## src/rtl/rng_arbiter.sv

```systemverilog
// Two-requester round-robin front end for an external 8-bit LFSR shifter.
// Each grant advances the shifter STEPS times and delivers the resulting byte.
module rng_arbiter #(
  parameter int unsigned STEPS        = 8,
  parameter logic [7:0]  DEFAULT_SEED = 8'hA5
) (
  input  logic       clock,
  input  logic       reset_n,
  input  logic [7:0] seed,
  input  logic       seed_load,
  input  logic [1:0] req,
  input  logic [7:0] q,
  output logic       sh_load_n,
  output logic       sh_shift,
  output logic [7:0] sh_load_val,
  output logic [1:0] gnt,
  output logic       valid,
  output logic [7:0] rnd,
  output logic       busy
);

  typedef enum logic [1:0] {IDLE, SEED, SHIFT, DONE} state_t;

  localparam logic [3:0] LAST_STEP = 4'(STEPS - 1);

  state_t     state_q, state_d;
  logic [7:0] seed_q;
  logic [3:0] cnt_q;
  logic       sel_q, sel_d;
  logic       prio_q;
  logic [1:0] gnt_q;
  logic       valid_q;
  logic [7:0] rnd_q;
  logic       last_step;
  logic [7:0] q_next;

  // An all-zero LFSR state never leaves zero, so it is never allowed in.
  function automatic logic [7:0] fix_seed(input logic [7:0] s);
    return (s == 8'h00) ? 8'h01 : s;
  endfunction

  assign last_step = (cnt_q == LAST_STEP);
  // The value q takes at the edge ending the final SHIFT cycle.
  assign q_next    = {q[6] ^ q[5] ^ q[4] ^ q[0], q[7:1]};

  always_comb begin
    sel_d = prio_q;
    case (req)
      2'b01:   sel_d = 1'b0;
      2'b10:   sel_d = 1'b1;
      default: sel_d = prio_q;
    endcase
  end

  always_ff @(posedge clock) begin
    if (!reset_n) state_q <= SEED;
    else          state_q <= state_d;
  end

  always_comb begin
    state_d = state_q;
    case (state_q)
      IDLE: begin
        if (seed_load)  state_d = SEED;
        else if (|req)  state_d = SHIFT;
      end
      SEED:    state_d = IDLE;
      SHIFT:   if (last_step) state_d = DONE;
      DONE:    state_d = IDLE;
      default: state_d = IDLE;
    endcase
  end

  always_comb begin
    sh_load_n   = (state_q != SEED);
    sh_shift    = (state_q == SHIFT);
    sh_load_val = seed_q;
    busy        = (state_q != IDLE);
    gnt         = gnt_q;
    valid       = valid_q;
    rnd         = rnd_q;
  end

  always_ff @(posedge clock) begin
    if (!reset_n) begin
      seed_q  <= fix_seed(DEFAULT_SEED);
      cnt_q   <= 4'd0;
      sel_q   <= 1'b0;
      prio_q  <= 1'b0;
      gnt_q   <= 2'b00;
      valid_q <= 1'b0;
      rnd_q   <= 8'h00;
    end else begin
      gnt_q   <= 2'b00;
      valid_q <= 1'b0;
      case (state_q)
        IDLE: begin
          if (seed_load) begin
            seed_q <= fix_seed(seed);
          end else if (|req) begin
            sel_q <= sel_d;
            cnt_q <= 4'd0;
          end
        end
        SHIFT: begin
          cnt_q <= cnt_q + 4'd1;
          // Outputs register here so they line up with the DONE cycle.
          if (last_step) begin
            gnt_q   <= sel_q ? 2'b10 : 2'b01;
            valid_q <= 1'b1;
            rnd_q   <= q_next;
            prio_q  <= ~sel_q;
          end
        end
        default: ;
      endcase
    end
  end

endmodule

```

## config.mk

```make
export PLATFORM = sky130hd
export DESIGN_NAME = rng_arbiter
export DESIGN_NICKNAME = d
export VERILOG_FILES = /design/src/rtl/rng_arbiter.sv
export SDC_FILE = /design/constraint.sdc
export NUM_CORES = 1
export LEC_CHECK = 0
export ABC_AREA = 1
export CAP_MARGIN = 0
export CORE_MARGIN = 1
export CORE_UTILIZATION = 45
export CTS_CLUSTER_SIZE = 8
export DETAILED_ROUTE_END_ITERATION = 8
export DONT_BUFFER_PORTS = 1
export PLACE_DENSITY = 0.62
export SLEW_MARGIN = 20
export SYNTH_ARGS = -nofsm -noshare
export SYNTH_HDL_FRONTEND = slang
export SYNTH_SLANG_ARGS = --single-unit
```

## constraint.sdc

```tcl
create_clock -name clock -period 2.2 [get_ports clock]
set_clock_uncertainty 0.15 [all_clocks]
set_input_delay 0.22 -clock clock [delete_from_list [all_inputs] [get_ports clock]]
set_output_delay 0.22 -clock clock [all_outputs]
set_load 0.02 [all_outputs]
```

# ---- Yosys cells after proc, flatten, opt, wreduce, memory -nomap -nowiden
# Index checks and enable logic that the tools add are counted.
dict set report op_classes {
  addsub 1
  multipliers 0
  div_mod_pow 0
  magnitude_cmp 0
  n_eq_ne 11
  shifts 0
  muxes 11
  n_bitwise 5
  n_reduce_logical 13
}
# operator n
set op_table {}
lappend op_table {{AND reduction 3 bit} 3}
lappend op_table {{logical NOT 8 bit} 1}
lappend op_table {{two-way mux 2 bit} 4}
lappend op_table {{two-way mux 4 bit} 2}
lappend op_table {{two-way mux 8 bit} 1}
lappend op_table {{case mux 4 bit (2 select lines)} 1}
lappend op_table {{AND reduction 2 bit} 4}
lappend op_table {{equality test 2 bit (second input constant)} 3}
lappend op_table {{case mux 2 bit (3 select lines)} 1}
lappend op_table {{adder 4 x 1 -> 4 bit (second input constant)} 1}
lappend op_table {{equality test 2 x 1 -> 1 bit (second input constant)} 2}
lappend op_table {{equality test 4 x 3 -> 1 bit (second input constant)} 1}
lappend op_table {{!= test 2 x 1 -> 1 bit (second input constant)} 2}
lappend op_table {{!= test 2 bit (second input constant)} 2}
lappend op_table {{nonzero test 2 bit} 2}
lappend op_table {{OR reduction 2 bit} 2}
lappend op_table {{!= test 3 bit (second input constant)} 1}
lappend op_table {{XOR 1 bit} 3}
lappend op_table {{logical NOT 2 bit} 1}
lappend op_table {{inverter 1 bit} 2}
lappend op_table {{case mux 1 bit (2 select lines)} 1}
lappend op_table {{two-way mux 1 bit} 1}
dict set report totals {
  regBits 27
  latch_bits 0
  ramBits 0
  romBits 0
  in_bits 21
  output_inout_bits 22
  wordCells 49
  mem_count 0
}

# ---- Longest topological paths before layout
# Gate-level depths: netlist (run 1).
dict set report logic_depth {
  word_depth 4
  mapped_depth 7
  mapped_depth_nobuf 7
}

# ---- Worst setup path after synthesis (run 1)
# OpenSTA, ideal clock, no wires.
dict set report synth_timing {
  path_type {register -> register}
  start {register cnt_q[0]}
  end {register rnd_q[7], in the netlist rnd[7]}
  setup_time_ps 109
  arrival_ps 1004
  required_time_ps 1941
  slack_ps 937
  stages_incl_launch_ff 7
  n_path_buf 0
  period_less_slack_ps 1263
  cell_sequence {dfxtp_1 -> ha_1 -> nand3_2 -> nor2_8 -> nand3_1 -> nand2_1 -> inv_1}
}
dict set report synth_via {
  elab_chain_len 2
}
# element line_no
set synth_rtl {}
lappend synth_rtl {{start, declared} 28} ;# logic [3:0] cnt_q;
lappend synth_rtl {{start signal, assigned} 106} ;# cnt_q <= cnt_q + 4'd1;
lappend synth_rtl {{equality test 4 x 3 -> 1 bit} 42} ;# assign last_step = (cnt_q == LAST_STEP);
lappend synth_rtl {{AND reduction 2 bit (no source line)} n/a}
lappend synth_rtl {{end signal, assigned} 111} ;# rnd_q <= q_next;
lappend synth_rtl {{end, declared} 33} ;# logic [7:0] rnd_q;
# Every way passes these cells.
# A chain may end at the register's enable or synchronous reset.

# ---- Final worst setup path (run 1)
dict set report layout_timing {
  start {register state_q[1]}
  end {register seed_q[0], in the netlist sh_load_val[0]}
}
dict set report layout_via {
  elab_chain_len 2
}
# element line_no
set layout_rtl {}
lappend layout_rtl {{start, declared} 26} ;# state_t state_q, state_d;
lappend layout_rtl {{start signal, assigned} 57} ;# else state_q <= state_d;
lappend layout_rtl {{logical NOT 2 bit} 96} ;# case (state_q)
lappend layout_rtl {{AND reduction 2 bit (no source line)} n/a}
lappend layout_rtl {{end signal, assigned} 86} ;# seed_q <= fix_seed(DEFAULT_SEED);
lappend layout_rtl {{end signal, assigned} 99} ;# seed_q <= fix_seed(seed);
lappend layout_rtl {{end, declared} 27} ;# logic [7:0] seed_q;
# Every way passes these cells.

==> metrics.cfg, run 1 <==
[final_layout]
antenna_cells=0
syn2layout_area_growth_pct=17.9
drive_above_1_share_pct=8.33
nets=205

[grt]
grt_max_degree=24
grt_usage_pct=18.5
grt_antenna_before_repair=0
grt_pass1_wl_um=3860
grt_pass1_vias=948
grt_overflow=0

[clock_tree]
clock-sinks=27
cts_resized=0
ctsRootBufferMaster=clkbuf_4
cts_buffers=3
clkLatencyLatePin_ns=0.31
clk_pin_slew_ns=0.15
htree_levels=1
clk_path_buf_depth=2
cts_tree=built

[placed_design]
gp_congestion=0.758
post-place-ws_ns=0.816
place_hpwl_um=1650
portBuffers=0

[yosys]
post_synth_inst_count=163
syn_area_um2=1180
ys_seq_area_share_pct=45.9
yosysUniqueCellTypes=22
syn-num-nets=187
yosysWarnings=0
synth.avg_cell_area_um2=7.22
synth-seq-cells=27

[detailed_routing]
wire_per_inst_um=11.2
vias_per_cell=4.96
drc=0
vias=1041
ant_nets=0
drt_iter0_markers=14
wirelength_um=2350
drt_pass1_iterations=4

[timing]
setup_tns_ns=0
setup_viol=0
maxSlewViolCount=0
fmax_ghz=0.519
tightest_slew_ns=0.820
finalWorstSetupSlack_ns=0.274
maxSlewHeadroom_pct=45.2
finalCritPeriodShare_pct=87.6
finalHoldViolCount=0
rsz0062_at_grt=false
period_minus_slack_ns=1.93

[floorplanning]
die_height_um=53.2
design.core.area_um2=2480
io_pins=43
std_cell_rows=18
start_util_pct=47.5
die_w_um=53.2
die_area_um2=2820

[setup_path]
cp.arrival_ns=1.98
start_kind=flop
cp-startpoint=state_q[1]
r2r-start=state_q[1]
worstSetupPathType=reg -> reg
cp.required_ns=2.26
cp_max_fo=12
critPathCaptureType=flop
r2r_setup_slack_ns=0.27

[worst_hold_path]
hold_class=in -> reg
hp-start=seed_load

[flow_run]
drv_cap=0

[power_and_ir_drop]
power_leakage_nw=0.676
power_density_nw_per_um2=595
ir_worst_vdd_uv=540

[run_status]
outcome=complete, no violations

## layer usage
layer	share of wire [%]	vias up	wire length, um	track usage [%]
met4	0.60	0	14	5.26
li1	-	545	-	-
met1	44	468	1040	23.3
met2	50	26	1180	32.1
met5	0	-	0	0
met3	4.8	2	113	3.16
## worst max-delay path, cell delays in order, from the launching register on
cell and delay (ns):
dfxtp_1 0.42, nor2_2 0.08, nand2_2 0.20, inv_2 0.10
or2_1 0.21, nand2_1 0.05, nand2_1 0.04, dlygate4sd3_1 0.57
## logic make-up after synthesis
group / synth area share, %
compound gates: 10.6
simple gates: 32.1
fa+ha+maj: 3.19
flops: 45.9
buf+inv: 8.18
## synth_stat cells
cell,n,area [um^2]
inv_2,4,15.0
nor2_2,2,12.5
dfxtp_1,27,541
nor3_1,1,5.00
o21ai_1,14,70.1
nand2_1,35,131
inv_1,18,67.6
nand2_2,2,12.5
buf_2,1,5.00
o211ai_1,2,15.0
nor2_1,31,116
o21ai_0,3,15.0
nand2_4,2,22.5
clkbuf_1,1,3.75
ha_1,3,37.5
nand4_1,1,6.26
a21oi_1,5,25.0
or2_1,1,6.26
nand3_1,7,35.0
nand3_2,1,10.0
nor2_8,1,20.0
clkbuf_2,1,5.00
## per-stage QoR
stage | total power, mW | cells | hold slack, ns | cell area [um^2] | utilization (%)
6_report | 0.826 | 210 | 0.0307 | 1390 | 56.0
5_1_grt | 0.863 | 210 | 0.0510 | 1390 | 56.0
4_1_cts | 0.834 | 210 | 0.0214 | 1390 | 56.0
3_5_place_dp | 0.601 | 190 | 0.154 | 1200 | 48.5
3_3_place_gp | 0.599 | 190 | 0.146 | 1200 | 48.5
2_1_floorplan | 0.594 | 163 | 0.180 | 1180 | -
## power by group
group | total (mW) | switching [mW] | leakage, nW | internal [mW]
Sequential | 0.526 | 0.0229 | 0.220 | 0.503
Combinational | 0.0932 | 0.0512 | 0.442 | 0.0420
Clock | 0.207 | 0.136 | 0.0150 | 0.0707
## timing repair
item,CTS,global route
hold buffers,16,0
hold endpoints to repair,27,0
buffers inserted,0,0
## cell usage in the layout, fill, tap and decap left out, drive strengths merged
cell type,count
nor2,34
dlygate4sd3,16
a21oi,5
nor3,1
nand3,8
inv,22
clkbuf,4
nand2,39
ha,3
nand4,1
or2,1
dfxtp,27
o211ai,2
o21ai,17
## path summary, 6_finish.rpt
path                                  endpoint  depth (start not counted)
worst min register to register          gnt[0]                          1
worst min-delay path                state_q[0]                          2
worst max-delay path            sh_load_val[0]                          7
worst max register to register  sh_load_val[0]                          7
## sequential cells by signal, indices dropped and copies added, names as in the netlist
signal,flops
gnt,2
sh_load_val,8
valid,1
sel_q,1
prio_q,1
rnd,8
state_q,2
cnt_q,4
## area by class of cell
cell class                 count  area [um^2]
timing repair buffer          16          160
sequential                    27          541
inverter                      22         82.6
clock buffer                   4         26.3
multi-input combinational    111          541
tap                           30         37.5
fill                         250         1090
(Power assumes the default switching activity.)
==> inputs of run 2 (changes only) <==
--- a/config.mk
+++ b/config.mk
@@ -13,6 +13,7 @@
 export DETAILED_ROUTE_END_ITERATION = 8
 export DONT_BUFFER_PORTS = 1
 export PLACE_DENSITY = 0.62
+export REMOVE_ABC_BUFFERS = 1
 export SLEW_MARGIN = 20
 export SYNTH_ARGS = -nofsm -noshare
 export SYNTH_HDL_FRONTEND = slang
==> run 2 against run 1 <==
  * Sequential share of layout area is the same
  * Clock-buffer cell count did not move
  * Die area did not move
  * Setup slack worse by 0.034 ns
  * Total power rose by 1.2%
  * Largest cell class unchanged
  * Largest power group unchanged
  * Highest routed layer unchanged
==> metrics.cfg, run 2 (same netlist as run 1, synthesis figures left out) <==
[setup_path]
crit_path_cell_trace=nor2_2 > nand2_2 > inv_2 > or2_1 > nand2_1 > nand2_1 > dlygate4sd3_1
max_stage_delay_ns=0.58
critPathCaptureType=flop
r2r_setup_slack_ns=0.24
start_kind=flop
cp_max_fo=12
path_common_cell=nand2_1
slowest_stage=dlygate4sd3_1
cp.arrival_ns=2.04
worstSetupPathType=reg -> reg
cp.required_ns=2.28

[timing]
finalWorstSetupSlack_ns=0.239
setup_viol=0
fmax_ghz=0.510
setup_tns_ns=0
maxSlewViolCount=0
finalHoldViolCount=0
finalCritPeriodShare_pct=89.1
maxSlewHeadroom_pct=44.1
tightest_slew_ns=0.835
rsz0062_at_grt=false
period_minus_slack_ns=1.96

[grt]
grt_antenna_before_repair=0
grt_pass1_wl_um=3910
grt_overflow=0
grt_pass1_vias=971
grt_usage_pct=19.4
grt_max_degree=24

[clock_tree]
htree_levels=1
cts_setup_buffers=0
ctsHoldBuffers=16
clkLatencyLatePin_ns=0.33
ctsRootBufferMaster=clkbuf_4
cts_resized=0
clock-sinks=27
cts_tree=built
cts_buffers=3
clk_pin_slew_ns=0.13
clk_path_buf_depth=2

[power_and_ir_drop]
seqPwrFrac_pct=63.0
power_density_nw_per_um2=602
switching_power_mw=0.219
intPower_mw=0.616
ir_worst_vdd_uv=314
comb_power_share_pct=11.2
power_mw=0.835
p_clk_share_pct=25.8
swShare_pct=26.3
power_leakage_nw=0.676

[placed_design]
gp_congestion=0.771
portBuffers=0
placed_cell_area_um2=1200
place_hpwl_um=1680
post-place-ws_ns=0.828

[detailed_routing]
wire_per_inst_um=11.6
wirelength_um=2440
drt_pass1_iterations=4
drc=0
vias_per_cell=4.92
vias=1033
drt_iter0_markers=4
ant_nets=0

[worst_hold_path]
hold_class=in -> reg

[final_layout]
syn2layout_area_growth_pct=17.9
finalInstanceArea_um2=1390
antenna_cells=0
nFillCells=251
drive_above_1_share_pct=8.33
final_common_cell=nand2_1
final_cell_mix=nand2_1, nor2_1, dfxtp_1, inv_1, dlygate4sd3_1
nets=205

[floorplanning]
design.core.area_um2=2480
start_util_pct=47.5
std_cell_rows=18
die_w_um=53.2
io_pins=43
die_area_um2=2820
die_height_um=53.2

[run_status]
outcome=complete, no violations

[flow_run]
drv_cap=0

## run 2: cell counts in the layout (fill, tap and decap cells not counted)
Identical to the previous run, type by type.
## run 2: per-stage QoR
stage,util (%),std cells,hold slack (ns)
global placement,48.5,190,0.143
floorplan,-,160,0.139
CTS,56.0,210,0.0164
global route,56.0,210,0.0670
finish,56.0,210,0.0323
detailed placement,48.5,190,0.151
## run 2: worst max-delay path, delay by kind of cell (launching register included)
family	cells	cell delay [ns]
buffers and inverters	2	0.68
flip-flops	1	0.44
AND/OR/NAND/NOR	5	0.60
## run 2: cell type report
| type | count | area (um^2) | share of cell area [%] |
|---|---|---|---|
| Multi-Input combinational cell | 111 | 541 | 39.0 |
| Inverter | 22 | 82.6 | 5.95 |
| Clock buffer | 4 | 26.3 | 1.89 |
| Sequential cell | 27 | 541 | 39.0 |
| Tap cell | 30 | 37.5 | 2.71 |
| Timing Repair Buffer | 16 | 160 | 11.5 |
## run 2: path summary, 6_finish.rpt
kind,startpoint,end,depth (start not counted)
worst max-delay path,state_q[1],sh_load_val[0],7
worst min-delay path,seed_load,sel_q,4
worst max register to register,state_q[1],sh_load_val[0],7
worst min register to register,sel_q,gnt[1],2
## run 2: power groups by stage
| stage | Clock, mW | Sequential, mW | Combinational, mW |
|---|---|---|---|
| global route | 0.237 | 0.528 | 0.107 |
| floorplan | 0 | 0.534 | 0.0559 |
| detailed placement | 0 | 0.537 | 0.0650 |
| global placement | 0 | 0.537 | 0.0625 |
| CTS | 0.221 | 0.526 | 0.0937 |
| finish | 0.215 | 0.526 | 0.0939 |
## run 2: routing by layer
| layer | vias up | part of all wire (%) | GRT usage (%) |
|---|---|---|---|
| li1 | 544 | - | - |
| met1 | 451 | 41 | 19.6 |
| met2 | 33 | 51 | 37.6 |
| met3 | 5 | 6.3 | 3.45 |
| met4 | 0 | 1.9 | 9.21 |
| met5 | - | 0 | 0 |
==> inputs of run 3 (changes only) <==
--- a/config.mk
+++ b/config.mk
@@ -12,7 +12,9 @@
 export CTS_CLUSTER_SIZE = 8
 export DETAILED_ROUTE_END_ITERATION = 8
 export DONT_BUFFER_PORTS = 1
+export MAX_ROUTING_LAYER = met4
 export PLACE_DENSITY = 0.62
+export RECOVER_POWER = 50
 export REMOVE_ABC_BUFFERS = 1
 export SLEW_MARGIN = 20
 export SYNTH_ARGS = -nofsm -noshare
==> run 3 against run 2 <==
  * Final cell count unchanged
  * Non-clock buffer count unchanged
  * Sequential share of layout area increased by 0.21 points
  * Register-to-register slack about the same
  * Worst hold slack improved by 0.0067 ns
  * Clock power about the same
  * Critical path depth unchanged
  * Clock-buffer cell count unchanged
  * Core utilization decreased by 0.30 points
  * Final area decreased by 0.54%
  * Setup slack improved by 0.012 ns
  * Largest cell class unchanged
==> metrics.cfg, run 3 (same netlist as run 1, synthesis figures left out) <==
[run_status]
outcome=complete, no violations

[power_and_ir_drop]
power_mw=0.833
power_leakage_nw=0.668
power_density_nw_per_um2=604
ir_worst_vdd_uv=314

[grt]
grt_overflow=0
grt_antenna_before_repair=0
grt_pass1_vias=969
grt_pass1_wl_um=3920
grt_usage_pct=19.9
grt_max_degree=24

[clock_tree]
htree_levels=1
clk_path_buf_depth=2
clock-sinks=27
cts_buffers=3
cts_resized=0
ctsRootBufferMaster=clkbuf_4
cts_setup_buffers=0
cts_tree=built
clk_pin_slew_ns=0.14
clkLatencyLatePin_ns=0.32

[floorplanning]
die_w_um=53.2
std_cell_rows=18
io_pins=43
die_area_um2=2820
design.core.area_um2=2480
start_util_pct=47.5
die_height_um=53.2

[timing]
tightest_slew_ns=0.758
rsz0062_at_grt=false
finalCritPeriodShare_pct=88.6
period_minus_slack_ns=1.95
maxSlewHeadroom_pct=49.3
maxSlewViolCount=0
fmax_ghz=0.513
setup_tns_ns=0
finalHoldViolCount=0
finalWorstSetupSlack_ns=0.252
setup_viol=0

[detailed_routing]
drc=0
vias=1026
wire_per_inst_um=11.7
drt_pass1_iterations=4
vias_per_cell=4.89
ant_nets=0
wirelength_um=2450
drt_iter0_markers=2

[placed_design]
portBuffers=0
place_hpwl_um=1680
gp_congestion=0.781
post-place-ws_ns=0.828

[setup_path]
cp_max_fo=12
cp.arrival_ns=2.02
crit_path_cell_trace=nor2_2 > nand2_2 > inv_2 > or2_1 > nand2_1 > nand2_1 > dlygate4sd3_1
slowest_stage=dlygate4sd3_1
max_stage_delay_ns=0.57
cp.required_ns=2.27
crit_family=buffers and inverters
worstSetupPathType=reg -> reg
cp_num_buf_inv=2
path_common_cell=nand2_1
critPathCaptureType=flop
start_kind=flop

[final_layout]
antenna_cells=0
nFillCells=251
drive_above_1_share_pct=7.22
syn2layout_area_growth_pct=17.2
final_common_cell=nand2_1
nets=205
final_cell_mix=nand2_1, nor2_1, dfxtp_1, inv_1, dlygate4sd3_1

[worst_hold_path]
hold_class=in -> reg

[flow_run]
drv_cap=0

## run 3: cell counts in the layout (fill, tap and decap cells not counted)
No cell type changed its count.
## run 3: layout make-up
| type | instances | area (um^2) | area share (%) |
|---|---|---|---|
| Sequential cell | 27 | 541 | 39.2 |
| Multi-Input combinational cell | 111 | 533 | 38.6 |
| Timing Repair Buffer | 16 | 160 | 11.6 |
| Inverter | 22 | 82.6 | 5.98 |
| Tap cell | 30 | 37.5 | 2.72 |
| Clock buffer | 4 | 26.3 | 1.90 |
## run 3: what timing repair did
item | CTS | global route
endpoints found under the setup margin | 0 | 0
hold buffers | 16 | 0
endpoints found under the hold margin | 27 | 0
## run 3: stage by stage
| stage | instance area (um^2) | instances | hold WS [ns] | util, % |
|---|---|---|---|---|
| after floorplan | 1160 | 160 | 0.139 | - |
| after global placement | 1200 | 190 | 0.143 | 48.5 |
| after detailed placement | 1200 | 190 | 0.151 | 48.5 |
| after CTS | 1390 | 210 | 0.0164 | 56.0 |
| after global routing | 1380 | 210 | 0.0660 | 55.7 |
| final | 1380 | 210 | 0.0390 | 55.7 |
## run 3: power breakdown
group / internal, mW / switching, mW / total (mW)
Combinational: 0.0417 / 0.0516 / 0.0933
Sequential: 0.503 / 0.0233 / 0.526
Clock: 0.0709 / 0.142 / 0.213
## run 3: path summary, 6_finish.rpt
| kind | start | endpoint | slack [ns] | depth (start not counted) |
|---|---|---|---|---|
| setup / recovery | state_q[1] | sh_load_val[0] | 0.25 | 7 |
| hold / removal | seed_load | state_q[0] | 0.04 | 2 |
| setup reg to reg | state_q[1] | sh_load_val[0] | 0.25 | 7 |
| hold reg to reg | sel_q | gnt[1] | 0.34 | 2 |
## run 3: routing by layer
metal	up-vias	wire, um	GRT usage (%)
li1	544	-	-
met1	453	1030	19.8
met2	27	1280	37.6
met3	2	136	3.16
met4	0	15	9.21
met5	-	0	-
